==> src/rtl/div_32bit_seq_if.sv <==
// Request/response bundle between the core's execute stage and the sequential divider.
// The core drives the request side; the divider drives busy/done/result.
interface div_32bit_seq_if;
    logic        start;
    logic [1:0]  op;
    logic [31:0] dividend;
    logic [31:0] divisor;
    logic        busy;
    logic        done;
    logic [31:0] result;

    modport master (
        output start, op, dividend, divisor,
        input  busy, done, result
    );

    modport slave (
        input  start, op, dividend, divisor,
        output busy, done, result
    );
endinterface

==> src/rtl/div_32bit_seq.sv <==
// Radix-2 restoring divider for RISC-V DIV/DIVU/REM/REMU.
// Fixed 34-cycle latency, or 1 cycle for divide-by-zero and signed overflow.
module div_32bit_seq (
    input  logic              clk,
    input  logic              rst_n,
    div_32bit_seq_if.slave    bus
);

    typedef enum logic [1:0] {
        IDLE = 2'd0,
        CALC = 2'd1,
        FIX  = 2'd2,
        DONE = 2'd3
    } state_t;

    state_t      state_reg;
    logic        sel_rem_reg;
    logic        neg_q_reg;
    logic        neg_r_reg;
    logic [31:0] rem_reg;
    logic [31:0] quo_reg;
    logic [31:0] dvs_reg;
    logic [4:0]  count_reg;
    logic [31:0] result_reg;
    logic        busy_reg;
    logic        done_reg;

    // Operand decode, valid only while sampling a start in IDLE.
    logic        is_signed;
    logic        dvd_neg;
    logic        dvs_neg;
    logic [31:0] dvd_inv;
    logic [31:0] dvs_inv;
    logic [31:0] dvd_mag;
    logic [31:0] dvs_mag;
    logic        div_by_zero;
    logic        sgn_overflow;
    logic [31:0] special_result;

    assign is_signed = ~bus.op[0];
    assign dvd_neg   = is_signed & bus.dividend[31];
    assign dvs_neg   = is_signed & bus.divisor[31];

    // Conditional two's complement: invert per bit, then add the negate flag.
    genvar gi;
    generate
        for (gi = 0; gi < 32; gi++) begin : g_inv
            assign dvd_inv[gi] = bus.dividend[gi] ^ dvd_neg;
            assign dvs_inv[gi] = bus.divisor[gi]  ^ dvs_neg;
        end
    endgenerate

    assign dvd_mag = dvd_inv + {31'd0, dvd_neg};
    assign dvs_mag = dvs_inv + {31'd0, dvs_neg};

    assign div_by_zero  = (bus.divisor == 32'd0);
    assign sgn_overflow = is_signed & (bus.dividend == 32'h8000_0000)
                                    & (bus.divisor  == 32'hFFFF_FFFF);

    always_comb begin
        special_result = 32'd0;
        if (div_by_zero)
            special_result = bus.op[1] ? bus.dividend : 32'hFFFF_FFFF;
        else
            special_result = bus.op[1] ? 32'd0 : 32'h8000_0000;
    end

    // One restoring step. The partial remainder is always below the divisor,
    // so after the shift it fits in 33 bits and trial[32] is the borrow.
    logic [32:0] rem_shift;
    logic [32:0] trial;
    logic        trial_ok;

    assign rem_shift = {rem_reg, quo_reg[31]};
    assign trial     = rem_shift - {1'b0, dvs_reg};
    assign trial_ok  = ~trial[32];

    logic [31:0] quo_final;
    logic [31:0] rem_final;

    assign quo_final = neg_q_reg ? (32'd0 - quo_reg) : quo_reg;
    assign rem_final = neg_r_reg ? (32'd0 - rem_reg) : rem_reg;

    always_ff @(posedge clk or negedge rst_n) begin
        if (!rst_n) begin
            state_reg   <= IDLE;
            sel_rem_reg <= 1'b0;
            neg_q_reg   <= 1'b0;
            neg_r_reg   <= 1'b0;
            rem_reg     <= 32'd0;
            quo_reg     <= 32'd0;
            dvs_reg     <= 32'd0;
            count_reg   <= 5'd0;
            result_reg  <= 32'd0;
            busy_reg    <= 1'b0;
            done_reg    <= 1'b0;
        end else begin
            case (state_reg)
                IDLE: begin
                    if (bus.start) begin
                        sel_rem_reg <= bus.op[1];
                        neg_q_reg   <= dvd_neg ^ dvs_neg;
                        neg_r_reg   <= dvd_neg;
                        rem_reg     <= 32'd0;
                        quo_reg     <= dvd_mag;
                        dvs_reg     <= dvs_mag;
                        count_reg   <= 5'd0;
                        busy_reg    <= 1'b1;
                        if (div_by_zero || sgn_overflow) begin
                            result_reg <= special_result;
                            done_reg   <= 1'b1;
                            state_reg  <= DONE;
                        end else begin
                            done_reg   <= 1'b0;
                            state_reg  <= CALC;
                        end
                    end
                end
                CALC: begin
                    rem_reg   <= trial_ok ? trial[31:0] : rem_shift[31:0];
                    quo_reg   <= {quo_reg[30:0], trial_ok};
                    count_reg <= count_reg + 5'd1;
                    if (count_reg == 5'd31)
                        state_reg <= FIX;
                end
                FIX: begin
                    result_reg <= sel_rem_reg ? rem_final : quo_final;
                    done_reg   <= 1'b1;
                    state_reg  <= DONE;
                end
                DONE: begin
                    busy_reg  <= 1'b0;
                    done_reg  <= 1'b0;
                    state_reg <= IDLE;
                end
                default: begin
                    busy_reg  <= 1'b0;
                    done_reg  <= 1'b0;
                    state_reg <= IDLE;
                end
            endcase
        end
    end

    assign bus.busy   = busy_reg;
    assign bus.done   = done_reg;
    assign bus.result = result_reg;

endmodule

==> src/flat_wrapper.sv <==
// flat-port wrapper written by rule: the top's interface ports become plain ports
module div_32bit_seq_flat 
  (clk, rst_n, bus_start, bus_op, bus_dividend, bus_divisor, bus_busy, bus_done, bus_result);
  div_32bit_seq_if bus_i ();
  input  logic clk;
  input  logic rst_n;
  input wire logic [$bits(bus_i.start)-1:0] bus_start;
  input wire logic [$bits(bus_i.op)-1:0] bus_op;
  input wire logic [$bits(bus_i.dividend)-1:0] bus_dividend;
  input wire logic [$bits(bus_i.divisor)-1:0] bus_divisor;
  output wire logic [$bits(bus_i.busy)-1:0] bus_busy;
  output wire logic [$bits(bus_i.done)-1:0] bus_done;
  output wire logic [$bits(bus_i.result)-1:0] bus_result;
  assign bus_i.start = bus_start;
  assign bus_i.op = bus_op;
  assign bus_i.dividend = bus_dividend;
  assign bus_i.divisor = bus_divisor;
  assign bus_busy = bus_i.busy;
  assign bus_done = bus_i.done;
  assign bus_result = bus_i.result;
  div_32bit_seq u_core (.clk(clk), .rst_n(rst_n), .bus(bus_i));
endmodule
==> config.mk <==
export PLATFORM = sky130hd
export DESIGN_NAME = div_32bit_seq_flat
export DESIGN_NICKNAME = d
export VERILOG_FILES = /design/src/rtl/div_32bit_seq_if.sv /design/src/rtl/div_32bit_seq.sv /design/src/flat_wrapper.sv
export SDC_FILE = /design/constraint.sdc
export NUM_CORES = 1
export LEC_CHECK = 0
export CORE_MARGIN = 2
export CORE_UTILIZATION = 30
export CTS_CLUSTER_DIAMETER = 60
export DETAILED_ROUTE_END_ITERATION = 6
export REMOVE_ABC_BUFFERS = 1
export SLEW_MARGIN = 20
export SYNTH_ARGS = -nofsm -noshare
export SYNTH_HDL_FRONTEND = slang
export SYNTH_SLANG_ARGS = --single-unit
export TNS_END_PERCENT = 100
==> constraint.sdc <==
create_clock -name clk -period 10.2 [get_ports clk]
set_input_delay 3.06 -clock clk [delete_from_list [all_inputs] [get_ports clk]]
set_output_delay 3.06 -clock clk [all_outputs]
set_load 0.03 [all_outputs]
After elaboration in Yosys (flattened, before gate mapping)
Cells that the tools add are included.
{"block": "totals", "reg_bits": 140, "latch_bits": 0, "ramBits": 0, "rom_bits": 0, "word_cells": 135, "n_memories": 0}
{"block": "op_classes", "addsub": 6, "n_mul": 0, "div": 0, "magnitude_cmp": 0, "eq_ne": 9, "shift": 0, "mux": 25, "n_bitwise": 71, "n_reduce_logical": 13}
{"operator": "$mux W32", "n": 11}
{"operator": "$pmux W32 S2", "n": 3}
{"operator": "$xor A1 B1 Y1", "n": 65}
{"operator": "$add A32 B1 Y32", "n": 2}
{"operator": "$eq A32 B32 Y1 const B", "n": 2}
{"operator": "$sub A1 B32 Y32 const A", "n": 2}
{"operator": "$sub A33 B32 Y33", "n": 1}
{"operator": "$logic_not A32 Y1", "n": 1}
{"operator": "$pmux W5 S2", "n": 1}
{"operator": "$reduce_and A2 Y1", "n": 5}
{"operator": "$pmux W2 S4", "n": 1}
{"operator": "$mux W2", "n": 3}
{"operator": "$reduce_bool A2 Y1", "n": 3}
{"operator": "$add A5 B1 Y5 const B", "n": 1}
{"operator": "$eq A5 B5 Y1 const B", "n": 1}
{"operator": "$mux W5", "n": 1}
{"operator": "$and A1 B1 Y1", "n": 4}
{"operator": "$eq A2 B2 Y1 const B", "n": 2}
{"operator": "$ne A2 B1 Y1 const B", "n": 2}
{"operator": "$mux W1", "n": 3}
{"operator": "$pmux W1 S3", "n": 1}
{"operator": "$reduce_and A3 Y1", "n": 1}
{"operator": "$reduce_bool A3 Y1", "n": 1}
{"operator": "$eq A2 B1 Y1 const B", "n": 1}
{"operator": "other kinds (5)", "n": 6}

Depth between registers and ports, before layout
{"block": "logic_depth", "depth_word": 7, "ltp_mapped": 15}

Worst setup path before layout
Ideal clock, no wire load.
{"block": "synth_timing", "kind": "in2reg", "from": "input bus_op[0]", "to": "register u_core.quo_reg[28]", "setup_ns": 0.094, "t_arrival_ns": 6.224, "t_required_ns": 10.106, "setup_slack_ns": 3.882, "cell_stages": 15, "path_buffers": 4, "path_cell_list": "nand2b_1 > clkbuf_1 > buf_2 > buf_1 > buf_1 > xnor2_1 > ha_1 > inv_1 > a221oi_2 > nand4_1 > nor2_1 > o21a_1 > o21ai_0 > xnor2_1 > a211oi_1"}
{"block": "synth_via", "elab_chain_len": 6, "elab_cells_between_ends": 34, "classes_between": "add/sub: 1; mux: 2; bitwise: 31"}
{"item": "start: declaration", "line_no": "flat_wrapper.sv:8", "rtl": "input wire logic [$bits(bus_i.op)-1:0] bus_op;"}
{"item": "$not A1 Y1 *", "line_no": "div_32bit_seq.sv:40", "rtl": "assign is_signed = ~bus.op[0];"}
{"item": "$and A1 B1 Y1 *", "line_no": "div_32bit_seq.sv:41", "rtl": "assign dvd_neg = is_signed & bus.dividend[31];"}
{"item": "$xor A1 B1 Y1", "line_no": "div_32bit_seq.sv:48", "rtl": "assign dvd_inv[gi] = bus.dividend[gi] ^ dvd_neg;"}
{"item": "$add A32 B1 Y32 *", "line_no": "div_32bit_seq.sv:53", "rtl": "assign dvd_mag = dvd_inv + {31'd0, dvd_neg};"}
{"item": "$mux W32 *", "line_no": "div_32bit_seq.sv:100", "rtl": "if (bus.start) begin"}
{"item": "$pmux W32 S2 *", "line_no": "div_32bit_seq.sv:98", "rtl": "case (state_reg)"}
{"item": "end signal: assignment", "line_no": "div_32bit_seq.sv:105", "rtl": "quo_reg <= dvd_mag;"}
{"item": "end signal: assignment", "line_no": "div_32bit_seq.sv:121", "rtl": "quo_reg <= {quo_reg[30:0], trial_ok};"}
{"item": "end: declaration", "line_no": "div_32bit_seq.sv:21", "rtl": "logic [31:0] quo_reg;"}
Mark *: on every way between the ends. The rest lies on a longest branch, timed or not. The select of a mux whose other input is x is not followed.
A chain may end at the register's enable or synchronous reset.

Final worst setup path
{"block": "layout_timing", "from": "input bus_dividend[31]", "to": "register u_core.quo_reg[28]"}
{"block": "layout_via", "elab_chain_len": 5, "elab_cells_between_ends": 33, "classes_between": "add/sub: 1; mux: 2; bitwise: 30"}
{"item": "start: declaration", "line_no": "flat_wrapper.sv:9", "rtl": "input wire logic [$bits(bus_i.dividend)-1:0] bus_dividend;"}
{"item": "$and A1 B1 Y1 *", "line_no": "div_32bit_seq.sv:41"}
{"item": "$xor A1 B1 Y1", "line_no": "div_32bit_seq.sv:48"}
{"item": "$add A32 B1 Y32 *", "line_no": "div_32bit_seq.sv:53"}
{"item": "$mux W32 *", "line_no": "div_32bit_seq.sv:100"}
{"item": "$pmux W32 S2 *", "line_no": "div_32bit_seq.sv:98"}
Marked as above.

==> run metrics <==
number of remaining DRC errors 0; final setup fails 0; Yosys reg bits 140; R2R Path Start u_core.quo_reg[31]; clock sink total 140; sequential share of power 0.271; Ys Warns 0; DRT iter0 DRCs 911; RR Endpoint u_core.rem_reg[1]; # diodes 0; NetSw 1.80 mW; total track usage 0.198; GP Congestion 0.925; DRT Pass-1 Iters 5; flop2flop setup slack 6060 ps; CP max stage delay 600 ps; Int Power 1.97 mW; first-pass GRT wire length 64800 µm; FMAX 149 MHz; H-tree depth 4; Final Hold Vio Count 0; Clock Latency Late Sink 450 ps; reg2reg path depth 13; Worst Skew 11.8 ps; filler instances 4195; delay-heaviest family, CP buffers and inverters; Clock Path Buffers 2; Leak 5.83 nW; synth top area cells dfrtp_1, xnor2_1, a21oi_1; Comb power frac 0.543; number of global-route vias before repair 11465; most frequent cell after synthesis nand2_1; Vias 11822; setup TNS 0 ps; Synth top cells by count nand2_1, a21oi_1, dfrtp_1, nor2_1, xnor2_1; vias per cell 5.47; HP Class reg -> reg; TritonCTS clock tree done; Arr. time, crit path 7050 ps; number of nets in the layout 1737; # port buffers 102; Final Max Tran Viols 0; Clock Power Share 0.186; core region area 39800 µm²; Post-synth EDFFs 0; Synth cell types 78; Num CTS Buffers 17; crit-path cells clkdlybuf4s50_1, nand2b_1, buf_4, inv_2, ha_1, ha_1, inv_1, a221oi_2, nand4_1, nor2_1, o21a_1, o21ai_0, xnor2_1, a211oi_1; Inst Count DP 2128; endpoint type of the worst setup path register; IO Pins 103; DRT Wirelength 41300 µm; cell taking the most area after synthesis dfrtp_1; count of non-filler cells in the finished layout 2160; crit share post-route 0.657; HP Start u_core.bus.result[13]; RSZ-0062 raised after global routing no; # Max-Cap Violations 0; top_reg_cell synth dfrtp_1; Mean Syn Cell Area 7.65 µm²; mapped cell area 12100 µm²; Critical Path Start Type input port; DIE AREA 42000 µm²; # hold bufs at CTS 0; asr flop ratio synth 1.00; share of layout cells above drive strength 1 0.0434; Synth-to-Final Area Change 17.0%; CTS resizes 0; WP data required 10550 ps; post-CTS setup buffer count 0; Max IR drop VDD 0.127 mV; CP dominant cell by count ha_1; die width 205 µm; top-area cell type share of the netlist area 0.289; status finished, final reports clean; Slowest-stage cell, CP clkdlybuf4s50_1; Routed Antenna Nets 0; hpwl dp 30900 µm; Row Count 73; Slew HR 0.265; pwr dens 266 nW/µm²; Sw Ratio 0.477; Initial Util 0.304; Crit path buffers/inverters 4; total congestion overflow 0; Tightest Pin Transition 1100 ps; post-route minimum period 6700 ps; Worst Hold Path Cells 1; die height 205 µm; WHS Endpoint u_core.bus.result[13]; Worst-path clk slew 70 ps; initial antenna violation count 0; crit path max fanout 39; WS Path Type in -> reg; DR WL/cell 19.1 µm; sequential fraction of the synthesis area 0.289; Root Driver clkbuf_16; largest net degree at the start of global routing 85; post-synthesis cell count 1583
## cells by family after synthesis
group,after synthesis,synth area share
buffers and inverters,166,0.0546
and+or+nand+nor,557,0.218
AOI/OAI and AO/OA,482,0.249
adders and majority gates,46,0.0481
DFF,140,0.289
xor gates and xnor gates,172,0.124
muxes,20,0.0168
## worst max-delay path by stage
stage                           from  cells past startpoint                  to  slack, ps
floorplan                  bus_op[0]                     11  u_core.dvs_reg[28]       3610
finish              bus_dividend[31]                     14  u_core.quo_reg[28]       3500
CTS                 bus_dividend[31]                     14  u_core.quo_reg[28]       3580
global placement    bus_dividend[31]                     14  u_core.quo_reg[28]       3290
global route               bus_op[0]                     14  u_core.quo_reg[28]       3210
detailed placement  bus_dividend[31]                     14  u_core.quo_reg[28]       3140
## cell usage in the layout (no fill, tap or decap), types with 45 or more instances in the layout
cell / instances
a21oi_1: 144
clkdlybuf4s50_1: 101
dfrtp_1: 140
ha_1: 45
inv_1: 68
nand2_1: 191
nor2_1: 139
o21ai_0: 106
xnor2_1: 113
xor2_1: 59
## per-stage QoR
| stage | power, mW | worst slack, ps | instance area [µm²] | util | hold WS (ps) |
|---|---|---|---|---|---|
| after floorplan | 2.36 | 3610 | 11700 | - | 445 |
| after global placement | 3.03 | 3290 | 13500 | 0.340 | 463 |
| after detailed placement | 3.06 | 3140 | 13500 | 0.340 | 471 |
| after CTS | 3.77 | 3580 | 14200 | 0.356 | 485 |
| after global routing | 4.05 | 3210 | 14200 | 0.356 | 511 |
| final | 3.77 | 3500 | 14200 | 0.356 | 480 |
## area by class of cell
class                      instances  area (µm²)  share of cell area
inverter                          70         263              0.0185
clock buffer                      18         439              0.0310
multi-input combinational       1277        7980               0.563
tap                              525         657              0.0463
timing repair buffer             116        1130              0.0795
clock inverter                    14         204              0.0144
sequential                       140        3500               0.247
## routing by layer
metal | routed length [µm] | GRT usage | vias to the layer above
li1 | - | - | 5726
met1 | 18600 | 0.264 | 5643
met2 | 18700 | 0.316 | 377
met3 | 2380 | 0.0336 | 76
met4 | 1610 | 0.0840 | 0
met5 | 0 | 0 | -
## power groups by stage
| stage | sequential, mW | combinational (mW) | clock, mW |
|---|---|---|---|
| 5_1_grt | 1.06 | 2.26 | 0.735 |
| 4_1_cts | 1.02 | 2.04 | 0.709 |
| 2_1_floorplan | 1.10 | 1.26 | 0 |
| 6_report | 1.02 | 2.05 | 0.702 |
| 3_5_place_dp | 1.03 | 2.03 | 0 |
| 3_3_place_gp | 1.02 | 2.01 | 0 |
Power figures use the tool's default switching activity.
